===== src/rtl/shift_pkg.sv =====
// Shared operation-mode encodings for the universal shift register.
package shift_pkg;

  localparam logic [2:0] MODE_HOLD = 3'b000;
  localparam logic [2:0] MODE_SHL  = 3'b001;
  localparam logic [2:0] MODE_SHR  = 3'b010;
  localparam logic [2:0] MODE_LOAD = 3'b011;
  localparam logic [2:0] MODE_ROL  = 3'b100;
  localparam logic [2:0] MODE_ROR  = 3'b101;
  localparam logic [2:0] MODE_ASR  = 3'b110;
  localparam logic [2:0] MODE_CLR  = 3'b111;

  // Modes that advance the shift counter.
  function automatic logic is_count_mode(input logic [2:0] mode);
    return (mode == MODE_SHL) || (mode == MODE_SHR) || (mode == MODE_ROL) ||
           (mode == MODE_ROR) || (mode == MODE_ASR);
  endfunction

endpackage


===== src/rtl/shift_reg_cell.sv =====
// One bit of the universal shift register: mode-selected next-state mux plus
// a flip-flop with synchronous reset and clock enable.
module shift_reg_cell
  import shift_pkg::*;
(
  input  logic       clk,
  input  logic       rst,
  input  logic       en,
  input  logic [2:0] mode,
  input  logic       shl_in,  // bit arriving on shift left (lower neighbour or sin_l)
  input  logic       shr_in,  // bit arriving on shift right (upper neighbour or sin_r)
  input  logic       rol_in,  // bit arriving on rotate left
  input  logic       ror_in,  // bit arriving on rotate right
  input  logic       asr_in,  // bit arriving on arithmetic right shift
  input  logic       ld,
  output logic       q
);

  logic q_next;

  // Select the next value for this bit from the operation mode.
  always_comb begin
    q_next = q;
    unique case (mode)
      MODE_HOLD: q_next = q;
      MODE_SHL:  q_next = shl_in;
      MODE_SHR:  q_next = shr_in;
      MODE_LOAD: q_next = ld;
      MODE_ROL:  q_next = rol_in;
      MODE_ROR:  q_next = ror_in;
      MODE_ASR:  q_next = asr_in;
      MODE_CLR:  q_next = 1'b0;
    endcase
  end

  // Bit storage: reset wins over enable.
  always_ff @(posedge clk) begin
    if (rst) begin
      q <= 1'b0;
    end else if (en) begin
      q <= q_next;
    end
  end

endmodule


===== src/rtl/shift_reg_univ.sv =====
// Parametrised universal shift register with shift counter and word-done pulse.
module shift_reg_univ
  import shift_pkg::*;
#(
  parameter  int unsigned WIDTH = 4,
  localparam int unsigned CNT_W = $clog2(WIDTH + 1)
) (
  input  logic             clk,
  input  logic             rst,
  input  logic             en,
  input  logic [2:0]       mode,
  input  logic             sin_l,
  input  logic             sin_r,
  input  logic [WIDTH-1:0] d,
  output logic [WIDTH-1:0] q,
  output logic             sout_l,
  output logic             sout_r,
  output logic [CNT_W-1:0] cnt,
  output logic             done
);

  localparam logic [CNT_W-1:0] CntMax = CNT_W'(WIDTH);

  for (genvar i = 0; i < WIDTH; i++) begin : g_bit
    logic shl_in, shr_in, rol_in, ror_in, asr_in;

    if (i == 0) begin : g_lsb
      assign shl_in = sin_l;
      assign rol_in = q[WIDTH-1];
    end else begin : g_low
      assign shl_in = q[i-1];
      assign rol_in = q[i-1];
    end

    if (i == WIDTH - 1) begin : g_msb
      assign shr_in = sin_r;
      assign ror_in = q[0];
      assign asr_in = q[WIDTH-1];  // sign bit replicates
    end else begin : g_high
      assign shr_in = q[i+1];
      assign ror_in = q[i+1];
      assign asr_in = q[i+1];
    end

    shift_reg_cell u_cell (
      .clk    (clk),
      .rst    (rst),
      .en     (en),
      .mode   (mode),
      .shl_in (shl_in),
      .shr_in (shr_in),
      .rol_in (rol_in),
      .ror_in (ror_in),
      .asr_in (asr_in),
      .ld     (d[i]),
      .q      (q[i])
    );
  end

  assign sout_l = q[WIDTH-1];
  assign sout_r = q[0];

  logic [CNT_W-1:0] cnt_next;
  logic             done_next;

  // Saturating shift count; done fires only on the step that reaches WIDTH.
  always_comb begin
    cnt_next  = cnt;
    done_next = 1'b0;
    if (en) begin
      if (mode == MODE_LOAD || mode == MODE_CLR) begin
        cnt_next = '0;
      end else if (is_count_mode(mode) && (cnt < CntMax)) begin
        cnt_next  = cnt + 1'b1;
        done_next = (cnt == CntMax - 1'b1);
      end
    end
  end

  // Counter and done registers with synchronous reset.
  always_ff @(posedge clk) begin
    if (rst) begin
      cnt  <= '0;
      done <= 1'b0;
    end else begin
      cnt  <= cnt_next;
      done <= done_next;
    end
  end

endmodule


===== config.mk =====
export PLATFORM = sky130hd
export DESIGN_NAME = shift_reg_univ
export DESIGN_NICKNAME = d
export VERILOG_FILES = /design/src/rtl/shift_pkg.sv /design/src/rtl/shift_reg_cell.sv /design/src/rtl/shift_reg_univ.sv
export SDC_FILE = /design/constraint.sdc
export NUM_CORES = 1
export LEC_CHECK = 0
export ABC_AREA = 1
export BUFFER_PORTS_ARGS = -buffer_cell sky130_fd_sc_hd__buf_2
export CAP_MARGIN = 25
export CORE_AREA = 5 5 42 44
export CTS_BUF_LIST = sky130_fd_sc_hd__clkbuf_4 sky130_fd_sc_hd__clkbuf_8
export DETAILED_ROUTE_END_ITERATION = 8
export DIE_AREA = 0 0 47 49
export MAX_ROUTING_LAYER = met4
export PLACE_DENSITY = 0.72
export RECOVER_POWER = 50
export SYNTH_ARGS = -nofsm -noshare
export SYNTH_HDL_FRONTEND = slang
export SYNTH_SLANG_ARGS = --single-unit

===== constraint.sdc =====
create_clock -name clk -period 1.33 [get_ports clk]
set_input_delay 0 -clock clk [delete_from_list [all_inputs] [get_ports clk]]
set_output_delay 0 -clock clk [all_outputs]
set_load 0.01 [all_outputs]

==> flow_metrics.py <==
metrics = {
    "worst_setup_path": {
        "r2r_setup_slack_ns": 0.22,
        "worst_r2r_endpoint": "cnt[2]",
        "crit_family": "adder cells",
        "rr_worst_depth": 5,
        "cp-start-kind": "register",
        "path_class": "register to register",
        "critPathCaptureType": "register",
        "critPathArrivalTime_ns": 1.26,
        "crit_chain": "ha_1, ha_1, nor2_1, o21ai_1, nor2_1",
        "cp.required_ns": 1.48,
        "path_max_fanout": 3,
        "cp_num_buf_inv": 0,
        "cp_slowest_cell": "dfxtp_1",
        "rr_startpoint": "cnt[0]",
        "cpPeakStageDelay_ns": 0.32,
    },
    "global_route": {
        "antenna_found_initial": 0,
        "grt_pass1_wl_um": 2150,
        "grt_use_total": 0.133,
        "grt_pass1_vias": 503,
        "grt-ovfl-total": 0,
        "grt_max_degree": 10,
    },
    "sta": {
        "finClkSkew_ns": 0.00306,
        "setup_ws_ns": 0.224,
        "rsz0062_at_grt": "false",
        "worstMarginPinSlew_ns": 0.198,
        "tns_ns": 0,
        "drv_slew": 0,
        "final_hold_viol_count": 0,
        "fin_crit_sh": 0.831,
        "timing.final.crit_period_ns": 1.11,
        "fmax_mhz": 904,
        "setup_viol": 0,
        "maxSlewHeadroom": 0.867,
    },
    "route": {
        "ant_nets": 0,
        "drt_iter0_markers": 11,
        "drtPass1Iterations": 4,
        "finalWirelength_um": 1330,
        "wl_per_cell_um": 10.4,
        "vias_per_cell": 4.81,
        "drc_errors": 0,
        "num_vias": 611,
    },
    "logic_synthesis": {
        "ys_ff_latch": 8,
        "synth_cell_types": 19,
        "syn_nets": 106,
        "syn_area_um2": 574,
        "yosysWarnings": 0,
        "yosysSeqAreaShare": 0.279,
        "synthCells": 92,
        "synth.avg_cell_area_um2": 6.24,
    },
    "pwr": {
        "intPower_uw": 425,
        "swShare": 0.317,
        "p_per_area_nw_per_um2": 926,
        "power_frac_comb": 0.264,
        "ir_drop_mv": 0.615,
        "clkPwrFrac": 0.293,
        "p_switching_uw": 198,
        "pwr-share-seq": 0.443,
        "leakagePower_uw": 0.000348,
    },
    "clock_network": {
        "root_buffer": "clkbuf_4",
        "clock_latency_ns": 0.25,
        "tritoncts": "built",
        "clkSinkCount": 8,
        "cts_max_level": 1,
        "ctsResizeCount": 0,
        "path_clk_slew_ns": 0.05,
        "clockBufferDepth": 2,
        "numCtsBuffers": 3,
    },
    "die": {
        "core_area_um2": 1400,
        "io_pins": 22,
        "die_area_um2": 2300,
        "fp.dieW_um": 47,
        "die_h_um": 49,
        "start_util": 0.410,
        "rows": 14,
    },
    "placed_design": {
        "place_ws_ns": 0.228,
        "routabilityCongestion": 0.812,
        "postPlaceCellArea_um2": 651,
        "port_buffers": 21,
        "place_hpwl_um": 1040,
    },
    "layout": {
        "syn2layout_area_growth_pct": 17.0,
        "final_net_count": 127,
        "finalInstanceArea_um2": 672,
        "final_layout_size_suffix_gt1_frac": 0.225,
        "n_antenna_cell": 0,
    },
    "status": {
        "status": "finished, final reports clean",
    },
    "hold_path": {
        "min_to": "done",
        "min_from": "en",
        "hold_path_class": "input port to register",
        "whs_path_depth": 3,
    },
    "flow_run": {
        "drv_cap": 0,
    },
}
[power by group through the flow]
stage / combinational (uW) / sequential (uW) / clock, uW
3_3_place_gp: 165 / 279 / 0
2_1_floorplan: 118 / 284 / 0
3_5_place_dp: 168 / 280 / 0
6_report: 164 / 276 / 182
4_1_cts: 171 / 275 / 192
5_1_grt: 189 / 278 / 205
[tightest hold or removal path, stage by stage]
cell and delay, ns:
buf_2 0.13, nand3_1 0.08, nor2_1 0.04
[worst max-delay path by stage]
stage / from / end / depth (start not counted)
final: cnt[0] / cnt[2] / 5
after floorplan: cnt[0] / cnt[2] / 5
after CTS: cnt[0] / cnt[2] / 5
after detailed placement: cnt[0] / cnt[2] / 5
after global routing: cnt[0] / cnt[2] / 5
after global placement: cnt[0] / cnt[2] / 5
[sequential cells by signal, indices dropped and copies added (netlist names)]
| signal | count |
|---|---|
| cnt | 3 |
| done | 1 |
| g_bit.u_cell.q | 4 |
[per-layer routing]
metal  part of all wire  wire length [um]  track usage  vias to the layer above
li1                   -                 -            -                      330
met1               0.44               582        0.166                      258
met2               0.46               606        0.179                       19
met3              0.083               110       0.0554                        4
met4              0.020                27       0.0691                        0
met5                  0                 0            -                        -
[Yosys cell counts (all sizes together)]
| cell type | n | area (um2) |
|---|---|---|
| o21ai | 7 | 35.0 |
| inv | 10 | 37.5 |
| nand4 | 2 | 12.5 |
| ha | 2 | 25.0 |
| nand2 | 28 | 115 |
| dfxtp | 8 | 160 |
| nor3 | 1 | 5.00 |
| buf | 6 | 48.8 |
| o22ai | 1 | 6.26 |
| clkinv | 1 | 5.00 |
| a21oi | 3 | 18.8 |
| nor2 | 14 | 60.1 |
| nand3 | 9 | 45.0 |
[logic make-up after synthesis]
kind of cell    count (synthesis)  share of synthesized area
flops                           8                      0.279
simple gates                   54                      0.414
fa+ha+maj                       2                     0.0436
buf+inv                        17                      0.159
compound gates                 11                      0.105
[repair_timing]
item                       in CTS  in global routing
setup endpoints to repair       0                  0
hold endpoints to repair        2                  0
buffers inserted                0                  0
hold buffers                    1                  0
[through the flow]
step / hold WS (ns) / power [uW] / instances / utilization
2_1_floorplan: 0.0691 / 402 / 92 / -
3_3_place_gp: 0.217 / 444 / 123 / 0.464
3_5_place_dp: 0.221 / 448 / 123 / 0.464
4_1_cts: 0.0237 / 638 / 127 / 0.488
5_1_grt: 0.0381 / 672 / 127 / 0.479
6_report: 0.0307 / 622 / 127 / 0.479
[placed cells by master, fill, tap and decap left out, types with 3 or more instances in the layout]
master	instances
nand2_1	24
nor2_1	13
buf_2	12
nand3_1	9
clkbuf_1	9
dfxtp_1	8
inv_1	7
nand2_2	4
o21ai_0	4
inv_2	3
o21ai_1	3
clkbuf_4	3
[layout make-up]
type	instances	area [um2]
well taps	16	20.0
fillers	152	729
flip-flops and latches	8	160
repair buffers	22	104
multi-input cells	67	323
inverters	11	42.5
clock buffers	3	22.5
No activity file was read; power rests on OpenSTA's default activity.
